### config.mk
export PLATFORM = sky130hd
export DESIGN_NAME = mem_loader
export DESIGN_NICKNAME = d
export VERILOG_FILES = /design/src/rtl/mem_loader_pkg.sv /design/src/rtl/mem_loader_byte_assembler.sv /design/src/rtl/mem_loader.sv
export SDC_FILE = /design/constraint.sdc
export NUM_CORES = 1
export LEC_CHECK = 0
export ABC_AREA = 1
export CAP_MARGIN = 20
export CORE_ASPECT_RATIO = 1.5
export CORE_UTILIZATION = 50
export DETAILED_ROUTE_END_ITERATION = 6
export HOLD_SLACK_MARGIN = 0.12
export PLACE_DENSITY = 0.91
export SLEW_MARGIN = 20
export SYNTH_ARGS = -nofsm -noshare
export SYNTH_HDL_FRONTEND = slang
export SYNTH_SLANG_ARGS = --single-unit
### constraint.sdc
create_clock -name clk -period 3.57 [get_ports clk]
set_input_delay 0.714 -clock clk [delete_from_list [all_inputs] [get_ports clk]]
set_output_delay 0.714 -clock clk [all_outputs]
set_load 0.02 [all_outputs]
### src/rtl/mem_loader_pkg.sv
// Shared types and helpers for the memory loader: FSM state encoding and
// word/byte geometry derived from the word width.
package mem_loader_pkg;

    // Loader FSM states, in the order a single word walks through them.
    typedef enum logic [2:0] {
        StIdle,
        StCollect,
        StSetup,
        StStrobe,
        StHold,
        StFinish
    } state_e;

    // Number of bytes that make up one memory word of the given width.
    function automatic int unsigned bytes_per_word(input int unsigned width);
        return width / 8;
    endfunction

    // Width of a counter indexing the byte lanes; never narrower than one bit.
    function automatic int unsigned lane_width(input int unsigned bytes);
        return (bytes > 1) ? $clog2(bytes) : 1;
    endfunction

endpackage

### src/rtl/mem_loader_byte_assembler.sv
// Packs accepted stream bytes into an M-bit word, MSB-first: the first byte
// of a word lands in the top lane, later bytes in descending lanes.
module byte_assembler
    import mem_loader_pkg::*;
#(
    parameter int unsigned M = 16
) (
    input  logic         clk,
    input  logic         reset,
    input  logic         clear,
    input  logic [7:0]   byteIn,
    input  logic         accept,
    output logic [M-1:0] data,
    output logic         wordFull
);

    localparam int unsigned B  = bytes_per_word(M);
    localparam int unsigned LW = lane_width(B);
    localparam logic [LW-1:0] LastLane = LW'(B - 1);

    logic [LW-1:0] lane_q;
    logic [M-1:0]  data_q;

    // The B-th accept of a word completes it; the FSM reacts on the same edge.
    assign wordFull = accept && (lane_q == LastLane);
    assign data     = data_q;

    // Lane counter and word register; start clears both so no stale lane survives.
    always_ff @(posedge clk or posedge reset) begin
        if (reset) begin
            lane_q <= '0;
            data_q <= '0;
        end else if (clear) begin
            lane_q <= '0;
            data_q <= '0;
        end else if (accept) begin
            for (int i = 0; i < B; i++) begin
                if (lane_q == LW'(i)) begin
                    data_q[M-1-8*i -: 8] <= byteIn;
                end
            end
            lane_q <= wordFull ? '0 : lane_q + LW'(1);
        end
    end

endmodule

### src/rtl/mem_loader.sv
// Byte-stream to memory write stage. Collects big-endian words from a
// valid/ready byte stream and writes them to consecutive addresses with a
// setup / strobe / hold sequence around each WE pulse.
module mem_loader
    import mem_loader_pkg::*;
#(
    parameter int unsigned N = 10,
    parameter int unsigned M = 16,
    parameter int unsigned O = 1024
) (
    input  logic         clk,
    input  logic         reset,
    input  logic         start,
    input  logic [N-1:0] baseAddr,
    input  logic [N:0]   wordCount,
    input  logic [7:0]   byteIn,
    input  logic         byteValid,
    output logic         byteReady,
    output logic         WE,
    output logic [N-1:0] address,
    output logic [M-1:0] writeData,
    output logic         busy,
    output logic         done
);

    localparam logic [N-1:0] AddrLast = N'(O - 1);
    localparam logic [N:0]   CountOne = (N + 1)'(1);

    state_e       state_q;
    logic [N-1:0] addr_q;
    logic [N:0]   remaining_q;
    logic         we_q;
    logic         ready_q;
    logic         busy_q;
    logic         done_q;

    logic         start_accept;
    logic         byte_accept;
    logic         word_full;
    logic [N-1:0] addr_next;

    assign start_accept = start && (state_q == StIdle);
    assign byte_accept  = byteValid && ready_q;
    // Depth may be smaller than the address space, so wrap explicitly at O-1.
    assign addr_next    = (addr_q == AddrLast) ? '0 : addr_q + N'(1);

    assign byteReady = ready_q;
    assign WE        = we_q;
    assign address   = addr_q;
    assign busy      = busy_q;
    assign done      = done_q;

    byte_assembler #(
        .M (M)
    ) u_byte_assembler (
        .clk      (clk),
        .reset    (reset),
        .clear    (start_accept),
        .byteIn   (byteIn),
        .accept   (byte_accept),
        .data     (writeData),
        .wordFull (word_full)
    );

    // Loader FSM with all handshake and strobe outputs registered alongside the state.
    always_ff @(posedge clk or posedge reset) begin
        if (reset) begin
            state_q     <= StIdle;
            addr_q      <= '0;
            remaining_q <= '0;
            we_q        <= 1'b0;
            ready_q     <= 1'b0;
            busy_q      <= 1'b0;
            done_q      <= 1'b0;
        end else begin
            unique case (state_q)
                StIdle: begin
                    if (start) begin
                        addr_q      <= baseAddr;
                        remaining_q <= wordCount;
                        busy_q      <= 1'b1;
                        if (wordCount == '0) begin
                            state_q <= StFinish;
                            done_q  <= 1'b1;
                        end else begin
                            state_q <= StCollect;
                            ready_q <= 1'b1;
                        end
                    end
                end
                StCollect: begin
                    // Drop ready on the completing accept so no extra byte slips in.
                    if (word_full) begin
                        state_q <= StSetup;
                        ready_q <= 1'b0;
                    end
                end
                StSetup: begin
                    state_q <= StStrobe;
                    we_q    <= 1'b1;
                end
                StStrobe: begin
                    state_q <= StHold;
                    we_q    <= 1'b0;
                end
                StHold: begin
                    remaining_q <= remaining_q - CountOne;
                    addr_q      <= addr_next;
                    if (remaining_q == CountOne) begin
                        state_q <= StFinish;
                        done_q  <= 1'b1;
                    end else begin
                        state_q <= StCollect;
                        ready_q <= 1'b1;
                    end
                end
                StFinish: begin
                    state_q <= StIdle;
                    done_q  <= 1'b0;
                    busy_q  <= 1'b0;
                end
                default: begin
                    state_q <= StIdle;
                    we_q    <= 1'b0;
                    ready_q <= 1'b0;
                    busy_q  <= 1'b0;
                    done_q  <= 1'b0;
                end
            endcase
        end
    end

endmodule

Word level (Yosys, flattened, before mapping)
Index checks and enable logic that the tools add are counted.
{ "totals": {"register_bits": 45, "input_bits": 33, "output_inout_bits": 30} }
{ "op_classes": {"addsub": 3, "n_eq_ne": 14, "muxes": 29, "bitwise": 3, "reduce_logical": 19} }
{ "op_table": {"columns": ["op", "count"], "rows": [
  ["two-way mux 16 bit", 2],
  ["one-hot mux 11 bit (2 select lines)", 1],
  ["two-way mux 10 bit", 2],
  ["one-hot mux 10 bit (2 select lines)", 1],
  ["two-way mux 8 bit", 2],
  ["one-hot mux 3 bit (5 select lines)", 1],
  ["two-way mux 3 bit", 4],
  ["equality test 11 x 1 -> 1 bit (second input constant)", 1],
  ["logical NOT 11 bit", 1],
  ["two-way mux 1 bit", 11],
  ["two-way mux 11 bit", 1],
  ["subtractor 11 x 1 -> 11 bit (second input constant)", 1],
  ["adder 10 x 1 -> 10 bit (second input constant)", 1],
  ["equality test 10 bit (second input constant)", 1],
  ["!= test 2 bit (second input constant)", 5],
  ["AND reduction 2 bit", 5],
  ["OR reduction 4 bit", 2],
  ["equality test 3 x 2 -> 1 bit (second input constant)", 2],
  ["equality test 3 bit (second input constant)", 2],
  ["nonzero test 2 bit", 3],
  ["OR reduction 3 bit", 2],
  ["AND reduction 5 bit", 1],
  ["!= test 2 x 1 -> 1 bit (second input constant)", 2],
  ["one-hot mux 1 bit (2 select lines)", 2],
  ["other kinds (8)", 12]
]} }

Logic depth before layout (Yosys ltp)
{ "depth": {"word_depth": 5, "ltp_mapped": 10, "ltp_nobuf": 10} }

By module
Synthesis repeated with hierarchy kept, for this count alone.
{ "hier_totals": {"hier_cells": 360, "hier_area_um2": 2675.1} }
{ "by_module_without_submodules": {"columns": ["module", "n_inst", "cells_each", "area_each_um2"], "rows": [
  ["mem_loader", 1, 267, 1923.1],
  ["byte_assembler", 1, 93, 752.0]
]} }

Worst setup path before layout
No wires, ideal clock.
{ "synth_timing": {"path_kind": "input to register", "start": "input start", "end": "register u_byte_assembler.data_q[8] (netlist: u_byte_assembler.data[8])", "t_arrival_ps": 1442, "setup_slack_ps": 2009, "path_stages": 8, "path_buffers": 1, "cell_sequence": "inv_1 > nor2_8 > inv_4 > o21ai_2 > inv_2 > buf_6 > nand2_1 > o21ai_2"} }
{ "synth_between": {"elab_chain_len": 3, "word_cells_on_any_way": 5, "classes_between": "1 x eq/ne; 1 x mux; 3 x reduce/logical"} }
{ "synth_lines": {"columns": ["element", "line", "source"], "rows": [
  ["start: declaration", "mem_loader.sv:13", "input logic start,"],
  ["logical AND 1 bit *", "mem_loader.sv:42", "assign start_accept = start && (state_q == StIdle);"],
  ["!= test 2 bit (no source line) / nonzero test 2 bit (equally long branches)", null, null],
  ["AND reduction 2 bit (no source line)", null, null],
  ["end signal: indexed assignment", "mem_loader_byte_assembler.sv:39", "data_q[M-1-8*i -: 8] <= byteIn;"],
  ["end: declaration", "mem_loader_byte_assembler.sv:22", "logic [M-1:0] data_q;"]
]} }
Every way passes the cells marked *; elsewhere a longest branch is shown, timed or not.
A chain may end at the register's enable or synchronous reset.

Worst setup path after layout
{ "layout_timing": {"start": "register addr_q[5] (netlist: address[5])", "end": "output address[5]"} }
{ "layout_rtl": {"columns": ["element", "line", "source"], "rows": [
  ["start: declaration", "mem_loader.sv:30", "logic [N-1:0] addr_q;"],
  ["start signal: assignment", "mem_loader.sv:79", "addr_q <= baseAddr;"],
  ["start signal: assignment", "mem_loader.sv:108", "addr_q <= addr_next;"],
  ["end: declaration", "mem_loader.sv:20", "output logic [N-1:0] address,"]
]} }
No word-level cell between the ends.

==> impl_metrics.toml <==
[cts]
cts_root_buf = "clkbuf_8"
ctsHoldBuffers = 0
postCtsResizedCells = 0
cts.sinks = 45
clkTransAtPathRegs_ps = 80
tritoncts = "done"
cts_setup_buffers = 0
clk_path_buf_depth = 2
numCtsBuffers = 5
clk_latency_ps = 300
htree_levels = 2

[logic_synthesis]
yosys_warnings = 0
synth_cells = 326
syn_nets = 362
synthTopCellsByArea = "dfrtp_1, nand2_1, nand3_1"
yosysMostFrequentCell = "nand2_1"
yosysSeqAreaShare = 0.445
ys_async_sr_fraction = 1.00
yosys.area.top_type_share = 0.445
synth_flop_cell = "dfrtp_1"
synth_edf_count = 0
yosys.area.top_type = "dfrtp_1"
synth_seq_cells = 45
ys_top_cells_by_count = "nand2_1, dfrtp_1, inv_1"
synth.avg_cell_area_um2 = 7.76
syn_area_mm2 = 0.00253
synth_cell_types = 29

[timing]
hold_viol = 0
setup_tns_ps = 0
max_slew_margin = 0.448
min_period_ps = 2120
worst_pin_slew_ps = 823
skew_ps = 6.14
fmaxAchievable_mhz = 472
finalSetupViolations = 0
rsz0062_at_grt = "no"
period_share = 0.593
slew_viol_final = 0

[global_route]
grt-ovfl-total = 0
grt_pass1_wl_mm = 10.0
track_usage = 0.248
grt_max_degree = 26
antenna_found_initial = 0
first_global_vias = 2341

[layout]
fill_cells = 382
seqCellArea_mm2 = 0.00113
layout-drive-gt1-share = 0.100
syn_to_final_growth_pct = 30.4
stdcell_count = 456
final_net_count = 425
multiInputGateArea_mm2 = 0.00120
n_antenna_cell = 0

[die]
num_rows = 31
core_area_mm2 = 0.00485
fp.dieW_um = 60.1
start_util = 0.522
pin_count = 63
fp.dieArea_mm2 = 0.00535
die_y_um = 89.1

[run]
cap_violations = 0

[drt]
wl_mm = 6.32
wire_per_inst_um = 13.9
viasPerCell = 5.32
drtAntennaViolNets = 0
drc_errors = 0
num_vias = 2426
drt_iter0_drc = 158
drt_first_pass_iters = 7

[min_path]
worstHoldPathType = "flop to flop"

[worst_setup_path]
start_kind = "flop"
cp-end-kind = "primary output"
critical_path_buf_inv_count = 1
cp_slowest_cell = "clkdlybuf4s50_1"
path_cells = "clkdlybuf4s50_1"
worstPathRequired_ps = 2860
slowest_delay_ps = 640
critPathKind = "flop to primary output"
critPathMaxFanout = 6
crit_family = "buffers and inverters"
crit_arrival_ps = 1400

[power_and_ir_drop]
p_leak_uw = 0.00158
power_density_mw_per_mm2 = 864
vdd_drop_max_mv = 0.504

[placed_design]
port_buffers = 62
place_hpwl_mm = 4.58
globalplace.congestion = 0.910
numPlacedInstances = 448

[status]
status = "complete, no violations"
[report_power, final]
part,switching [µW],internal [µW]
Clock,179,228
Sequential,195,749
Combinational,900,599
Total,1270,1580
[flip-flops by register name, indices dropped and copies added (netlist names)]
| name | flops |
|---|---|
| u_byte_assembler.data | 16 |
| remaining_q | 11 |
| address | 10 |
| state_q | 3 |
| WE | 1 |
| busy | 1 |
| byteReady | 1 |
| done | 1 |
| u_byte_assembler.lane_q | 1 |
[cell usage in the layout (no fill, tap or decap), types with 4 or more instances in the layout]
master	instances
nand2_1	105
inv_1	30
dfrtp_1	45
o21ai_0	16
nand3_1	30
nor2_1	27
nand4_1	6
inv_2	4
a21oi_1	9
clkdlybuf4s50_1	62
clkbuf_8	6
o21ai_2	17
[metal layers]
| metal | track usage | vias to the layer above | share of wire |
|---|---|---|---|
| met5 | 0 | - | 0 |
| met4 | 0.114 | 0 | 0.030 |
| met3 | 0.0463 | 19 | 0.043 |
| met2 | 0.442 | 71 | 0.55 |
| met1 | 0.280 | 1160 | 0.38 |
| li1 | - | 1176 | - |
[worst min-delay path, stage by stage (launching register included)]
cell and delay [ps]:
dfrtp_1 350, nand2_1 50, nand2_1 50
[through the flow]
| step | setup WS (ps) | util | power (µW) | area (µm²) | hold WS, ps |
|---|---|---|---|---|---|
| detailed placement | 1280 | 0.655 | 2430 | 3180 | 467 |
| global placement | 1390 | 0.655 | 2370 | 3180 | 465 |
| finish | 1450 | 0.680 | 2850 | 3300 | 483 |
| floorplan | 1800 | - | 1920 | 2530 | 469 |
| global route | 1410 | 0.680 | 3050 | 3300 | 508 |
| CTS | 1450 | 0.680 | 2850 | 3300 | 488 |
[logic make-up after synthesis]
group           share of synthesized area
compound gates                      0.140
xor+xnor                           0.0104
fa+ha+maj                          0.0148
buf+inv                            0.0792
flops                               0.445
simple gates                        0.310
[final cells by class]
class / instances / share of cell area
inverter: 36 / 0.0417
clock inverter: 2 / 0.0114
sequential: 45 / 0.342
multi-input combinational: 238 / 0.365
timing repair buffer: 63 / 0.191
clock buffer: 6 / 0.0250
tap: 66 / 0.0250
[worst paths after layout]
| kind | start | end | slack, ps | cells past startpoint |
|---|---|---|---|---|
| worst max-delay path | address[5] | address[5] | 1450 | 1 |
| worst min-delay path | done | done | 480 | 2 |
| worst max register to register | state_q[1] | remaining_q[7] | 1630 | 7 |
| worst min register to register | done | done | 480 | 2 |
| max in group asynchronous | reset | state_q[0] | 2060 | 3 |
| min in group asynchronous | reset | address[5] | 770 | 2 |
(Power assumes the default switching activity.)
